### src/rtl/mandel_render.sv
`default_nettype none
// ============================================================================
// mandel_render : raster-order pixel scheduler feeding one Mandelbrot engine
//                 and writing iteration counts to a framebuffer port.
// Revision      : 1.0
// ============================================================================
module mandel_render #(
   parameter int H_RES = 320,
   parameter int V_RES = 180,
   parameter int ITERW = 8,
   parameter int ADDRW = $clog2(H_RES*V_RES),
   parameter int CORDW = 25
) (
   input  logic             clk,
   input  logic             rst,
   input  logic             start,
   input  logic [CORDW-1:0] x_start,
   input  logic [CORDW-1:0] y_start,
   input  logic [CORDW-1:0] step,
   output logic             calc_start,
   output logic [CORDW-1:0] calc_re,
   output logic [CORDW-1:0] calc_im,
   input  logic             calc_done,
   input  logic [ITERW-1:0] calc_iter,
   output logic             fb_we,
   output logic [ADDRW-1:0] fb_addr,
   output logic [ITERW-1:0] fb_data,
   input  logic             fb_ready,
   output logic             busy,
   output logic             frame_done
);

   localparam int COLW = (H_RES > 1) ? $clog2(H_RES) : 1;
   localparam int ROWW = (V_RES > 1) ? $clog2(V_RES) : 1;
   localparam logic [COLW-1:0] COL_LAST = COLW'(H_RES - 1);
   localparam logic [ROWW-1:0] ROW_LAST = ROWW'(V_RES - 1);

   typedef enum logic [1:0] {
      S_IDLE  = 2'd0,
      S_ISSUE = 2'd1,
      S_WAIT  = 2'd2,
      S_WRITE = 2'd3
   } state_t;

   state_t           state, state_nxt;
   logic [CORDW-1:0] x0, x0_nxt;
   logic [CORDW-1:0] stp, stp_nxt;
   logic [CORDW-1:0] re_nxt, im_nxt;
   logic [COLW-1:0]  col, col_nxt;
   logic [ROWW-1:0]  row, row_nxt;
   logic [ADDRW-1:0] addr_nxt;
   logic [ITERW-1:0] data_nxt;
   logic             calc_start_nxt, fb_we_nxt, busy_nxt, frame_done_nxt;

   always_ff @(posedge clk or posedge rst) begin
      if (rst) begin
         state      <= S_IDLE;
         x0         <= '0;
         stp        <= '0;
         col        <= '0;
         row        <= '0;
         calc_start <= 1'b0;
         calc_re    <= '0;
         calc_im    <= '0;
         fb_we      <= 1'b0;
         fb_addr    <= '0;
         fb_data    <= '0;
         busy       <= 1'b0;
         frame_done <= 1'b0;
      end else begin
         state      <= state_nxt;
         x0         <= x0_nxt;
         stp        <= stp_nxt;
         col        <= col_nxt;
         row        <= row_nxt;
         calc_start <= calc_start_nxt;
         calc_re    <= re_nxt;
         calc_im    <= im_nxt;
         fb_we      <= fb_we_nxt;
         fb_addr    <= addr_nxt;
         fb_data    <= data_nxt;
         busy       <= busy_nxt;
         frame_done <= frame_done_nxt;
      end
   end

   always_comb begin
      state_nxt      = state;
      x0_nxt         = x0;
      stp_nxt        = stp;
      col_nxt        = col;
      row_nxt        = row;
      re_nxt         = calc_re;
      im_nxt         = calc_im;
      addr_nxt       = fb_addr;
      data_nxt       = fb_data;
      fb_we_nxt      = fb_we;
      busy_nxt       = busy;
      calc_start_nxt = 1'b0;
      frame_done_nxt = 1'b0;

      case (state)
         S_IDLE: begin
            if (start) begin
               x0_nxt         = x_start;
               stp_nxt        = step;
               re_nxt         = x_start;
               im_nxt         = y_start;
               col_nxt        = '0;
               row_nxt        = '0;
               addr_nxt       = '0;
               busy_nxt       = 1'b1;
               calc_start_nxt = 1'b1;
               state_nxt      = S_ISSUE;
            end
         end
         S_ISSUE: begin
            state_nxt = S_WAIT;
         end
         S_WAIT: begin
            if (calc_done) begin
               data_nxt  = calc_iter;
               fb_we_nxt = 1'b1;
               state_nxt = S_WRITE;
            end
         end
         S_WRITE: begin
            if (fb_ready) begin
               fb_we_nxt = 1'b0;
               if (col != COL_LAST) begin
                  col_nxt        = col + COLW'(1);
                  re_nxt         = calc_re + stp;
                  addr_nxt       = fb_addr + ADDRW'(1);
                  calc_start_nxt = 1'b1;
                  state_nxt      = S_ISSUE;
               end else if (row != ROW_LAST) begin
                  // Imaginary axis runs downward, so each new line subtracts step.
                  col_nxt        = '0;
                  row_nxt        = row + ROWW'(1);
                  re_nxt         = x0;
                  im_nxt         = calc_im - stp;
                  addr_nxt       = fb_addr + ADDRW'(1);
                  calc_start_nxt = 1'b1;
                  state_nxt      = S_ISSUE;
               end else begin
                  busy_nxt       = 1'b0;
                  frame_done_nxt = 1'b1;
                  state_nxt      = S_IDLE;
               end
            end
         end
         default: state_nxt = S_IDLE;
      endcase
   end

endmodule
`default_nettype wire

### config.mk
export PLATFORM = sky130hd
export DESIGN_NAME = mandel_render
export DESIGN_NICKNAME = d
export VERILOG_FILES = /design/src/rtl/mandel_render.sv
export SDC_FILE = /design/constraint.sdc
export NUM_CORES = 1
export LEC_CHECK = 0
export BUFFER_PORTS_ARGS = -buffer_cell sky130_fd_sc_hd__buf_2
export CELL_PAD_IN_SITES_DETAIL_PLACEMENT = 2
export CELL_PAD_IN_SITES_GLOBAL_PLACEMENT = 2
export CORE_MARGIN = 1
export CORE_UTILIZATION = 38
export CTS_CLUSTER_SIZE = 30
export DETAILED_ROUTE_END_ITERATION = 12
export GPL_TIMING_DRIVEN = 0
export PLACE_DENSITY = 0.95
export RECOVER_POWER = 25
export SYNTH_ARGS = -nofsm -noshare
export SYNTH_HDL_FRONTEND = slang
export SYNTH_SLANG_ARGS = --single-unit
### constraint.sdc
create_clock -name clk -period 6.2 [get_ports clk]
set_input_delay 0.31 -clock clk [delete_from_list [all_inputs] [get_ports clk]]
set_output_delay 0.31 -clock clk [all_outputs]
set_load 0.01 [all_outputs]
* Word level (Yosys, flattened, before mapping)
Index checks and enable logic that the tools add are counted.
** Word-level totals
- Word-level logic and storage cells :: 88
- Output and inout port bits :: 78
- Register bits after elaboration :: 147
- Input bits :: 88
** Operators by class
- Equality and inequality tests :: 12
- Reductions and logical operators :: 10
- Add/sub/neg operators :: 5
- Mux-type cells :: 48
** Operator list (count)
- $mux 25 :: 8
- $pmux 25 s2 :: 2
- $mux 16 :: 4
- $mux 9 :: 4
- $mux 8 :: 4
- $pmux 16 s2 :: 1
- $add 25x25->25 :: 1
- $sub 25x25->25 :: 1
- $pmux 9 s2 :: 1
- $add 16x1->16 const B :: 1
- $mux 1 :: 16
- $pmux 8 s2 :: 1
- $ne 2x2->1 const B :: 6
- $reduce_and 5->1 :: 2
- $add 9x1->9 const B :: 1
- $ne 9x9->1 const B :: 1
- $add 8x1->8 const B :: 1
- $ne 8x8->1 const B :: 1
- $pmux 2 s4 :: 1
- $mux 2 :: 3
- $pmux 1 s2 :: 3
- $reduce_and 3->1 :: 2
- $eq 2x2->1 const B :: 2
- $reduce_and 2->1 :: 2
- 5 further kinds :: 6

* Longest topological paths before layout
- Word-level depth :: 5
- Mapped depth :: 12
- Gate-level depth less buffers :: 12

* Worst setup path before layout
Ideal clock, no wire load.
- Path type :: register to register
- From :: reg calc_im[0]
- To :: reg calc_im[24]
- Data required time :: 6067 ps
- Clock period less this slack :: 2655 ps
- Stages on the path, launching flop included :: 13
- Setup slack :: 3545 ps
- Arrival :: 2523 ps
- Buffers on the path :: 0
- Library setup time :: 133 ps
- Cells stage by stage :: dfrtp_1 > inv_1 > ha_1 > fa_1 > nor2b_4 > o31a_1 > o211a_1 > a31oi_4 > o21ai_1 > nor4_1 > a311oi_1 > a31oi_1 > nand4b_1
** On the way
- Longest elaborated chain between the ends :: 5
** RTL lines
- from (decl) :: RTL line 22 : output logic [CORDW-1:0] calc_im,
- from (signal assigned) :: RTL line 78 : calc_im <= im_nxt;
- $sub 25x25->25 :: RTL line 141 : im_nxt = calc_im - stp;
- $mux 25 :: RTL line 136 : end else if (row != ROW_LAST) begin
- $mux 25 :: RTL line 130 : if (col != COL_LAST) begin
- $mux 25 :: RTL line 128 : if (fb_ready) begin
- $pmux 25 s2 :: RTL line 102 : case (state)
No other way between the ends. The select of a mux whose other input is x is not followed.
A chain may end at the register's enable or synchronous reset.

* Worst setup path after layout
- From :: reg stp[8]
- To :: reg calc_im[17]
** On the way
- Longest elaborated chain between the ends :: 5
** RTL lines
- from (decl) :: RTL line 47 : logic [CORDW-1:0] stp, stp_nxt;
- from (signal assigned) :: RTL line 73 : stp <= stp_nxt;
- $sub 25x25->25 :: RTL line 141
- $mux 25 :: RTL line 136
- $mux 25 :: RTL line 130
- $mux 25 :: RTL line 128
- $pmux 25 s2 :: RTL line 102
No other way between the ends. The select of a mux whose other input is x is not followed.

==> metrics.txt <==
area grow syn2layout 19.7%; CP max FO 5; vias in the first global route 10.9k; Synth Flop Type dfrtp_1; Required @ worst endpoint 6530 ps; Syn Inst Count 983; run status finished with violations; row cnt 56; overall routing resource usage 35.6%; Critical Path AT 4000 ps; clock latency on the worst-skew pair 460 ps; Mapped Nets 1,127; routed length per instance 28.4 um; Crit Path Class reg2reg; max incr delay on CP 600 ps; syn_area_per_cell 9.36 um2; DR pass1 iterations 5; routed wire length 42,700 um; Hold WC Path Type in2reg; slowest CP cell a21oi_1; crit path launch type flop; number of endpoints failing setup at the final stage 0; die area 24,800 um2; fin. max-slew vios 73; Tmin final 3660 ps; gr ovfl total 0; TritonCTS clock tree yes; Sink Count 147; f_max 0.273 GHz; antenna violations before repair 1; io pins 166; total power 0.00787 W; ANT nets after route 0; first-pass GRT wire length 64,600 um; Post-DP HPWL 28,700 um; max-cap check violation count 1; worst slack at placement 3020 ps; CTS Root Cell clkbuf_16; Starting Density 39.0%; LEAKAGE 5.14 nW; peak supply drop 0.257 mV; fin nets 1,313; Vias/cell 6.28; failing checks max-capacitance violations, max-slew violations; Final period util 59.1%; Post-synth EDFFs 0; Core Region 23,600 um2; worst-margin pin slew 3490 ps; pin count of the biggest net entering global routing 76; CP Capture Type flop; Longest Clk Path Bufs 2; Cell variety after synth 72; Die H 158 um; Fin. Hold Viols 0; Clock Skew 14.9 ps; post-synthesis async set-or-reset flop share 100%; flops & latches, synth 147; layout cell share with drive strength beyond 1 22.1%; synthesized area 9200 um2; Vias 9,429; DRC 0; Die Width 158 um; Ys Warns 0; final worst slack 2540 ps; relative slew slack -134%; RSZ-0062 raised after global routing no; drt first-iter violations 637; worst-path cell chain inv_1 -> ha_1 -> a21oi_1 -> o21ai_0 -> a221o_1 -> a21oi_1 -> a21oi_1 -> o21ai_0 -> o21ai_0 -> xnor2_1 -> o22ai_1; Power Density 715 nW/um2; clock-pin slew on the worst setup and hold paths 70 ps; gp weighted congestion 0.909; Port Buffer Count 165; post-synthesis sequential area ratio 40.0%; total CTS buffers 17; H-tree depth 4
[metal layers]
metal | GRT usage (%) | share of wire, %
met1 | 39.1 | 37
met2 | 62.2 | 50
met4 | 23.4 | 6.1
met5 | 0 | 0
met3 | 7.36 | 6.1
[cell usage in the layout, fill, tap and decap left out, drive strengths merged, types with 4 or more instances in the layout]
| master | instances |
|---|---|
| a22oi | 6 |
| and3 | 18 |
| o21bai | 8 |
| a21o | 26 |
| xor2 | 23 |
| nand2b | 10 |
| nor3 | 16 |
| inv | 41 |
| nand2 | 83 |
| a211oi | 6 |
| buf | 153 |
| o31ai | 6 |
| mux2 | 59 |
| a21oi | 91 |
| nor2b | 13 |
| o21ai | 91 |
| and2 | 5 |
| a221o | 6 |
| mux2i | 11 |
| ha | 54 |
| a31oi | 16 |
| nand4 | 15 |
| clkinv | 6 |
| clkinvlp | 5 |
| dfrtp | 147 |
| o22ai | 4 |
| o211ai | 4 |
| o21a | 7 |
| nand3 | 26 |
| xnor2 | 26 |
| or3 | 8 |
| clkbuf | 72 |
| a22o | 6 |
| nor2 | 66 |
[critical path: cells and delay by family (launching register included)]
family | cells | cell delay (ps)
AO/OA/AOI/OAI | 8 | 2520
flip-flops | 1 | 390
adder cells (fa/ha/maj) | 1 | 370
XOR/XNOR | 1 | 160
buffers and inverters | 1 | 100
[worst paths after layout]
path | start | endpoint | slack [ps] | cells past startpoint
setup / recovery | stp[8]$_DFFE_PP0P_ | calc_im[17]$_DFFE_PP0P_ | 2540 | 11
hold / removal | step[4] | stp[4]$_DFFE_PP0P_ | 90 | 2
min in group asynchronous | rst | fb_addr[12]$_DFFE_PP0P_ | 1410 | 3
hold reg to reg | fb_data[6]$_DFFE_PP0P_ | fb_data[6]$_DFFE_PP0P_ | 510 | 1
max in group asynchronous | rst | row[3]$_DFFE_PP0P_ | 3200 | 3
setup reg to reg | stp[8]$_DFFE_PP0P_ | calc_im[17]$_DFFE_PP0P_ | 2540 | 11
[cell families after synthesis]
kind of cell,Yosys count,share of synthesized area (%)
buffers and inverters,81,3.48
AOI/OAI and AO/OA,301,20.3
xor gates and xnor gates,49,4.67
adders and majority gates,56,7.78
DFF,147,40.0
and+or+nand+nor,279,15.3
muxes,70,8.42
[state kept, by name, summed over array words and instances (netlist names), 2 cells and up]
register  cells
stp          25
fb_addr      16
x0           25
row           8
state         2
calc_im      25
fb_data       8
calc_re      25
col           9
[through the flow]
stage                     cell area (um2)  setup TNS (ps)  instances  hold slack (ps)  util, %
after CTS                           11000               0       1501             84.8     46.7
after global placement              10400           -2090       1467              468     44.1
after floorplan                      9200               0        983              437        -
final                               11000               0       1502             91.7     46.6
after detailed placement            10500               0       1468              481     44.3
after global routing                11000               0       1501             84.8     46.6
[Yosys cell counts, drive strengths merged, types with 18 or more instances]
master  instances  share of area, %
nand2          83               3.4
mux2           59               7.2
xnor2          26               2.5
and3           18               1.3
nand3          26               1.5
inv            41               1.7
dfrtp         147                40
xor2           23               2.2
ha             54               7.3
nor2           66               2.9
a21oi          91               5.2
o21ai          91               5.0
clkbuf         32               1.3
a21o           26               2.1
[power breakdown]
group          total (W)  internal, W  switching (W)  leakage, nW
registers        0.00182      0.00137       0.000451         1.82
logic            0.00499      0.00178        0.00321         3.04
clock network    0.00107     0.000592       0.000477        0.269
total            0.00787      0.00374        0.00414         5.14
[cell type report]
| class | instances | area [um2] |
|---|---|---|
| repair buffers | 167 | 837 |
| flip-flops and latches | 147 | 3680 |
| fillers | 2630 | 12600 |
| well taps | 319 | 399 |
| clock inverters | 13 | 136 |
| multi-input cells | 755 | 5200 |
| plain buffers | 40 | 166 |
| clock buffers | 19 | 433 |
| inverters | 41 | 155 |
| diodes | 1 | 2.50 |
[repair_timing]
| item | in CTS | in global routing |
|---|---|---|
| hold buffers | 1 | 0 |
| hold endpoints to repair | 2 | 0 |
| setup endpoints to repair | 0 | 0 |
| gates resized for setup | 0 | 0 |
| buffers inserted | 0 | 0 |
Note: power is estimated with default switching activity, not from simulation.
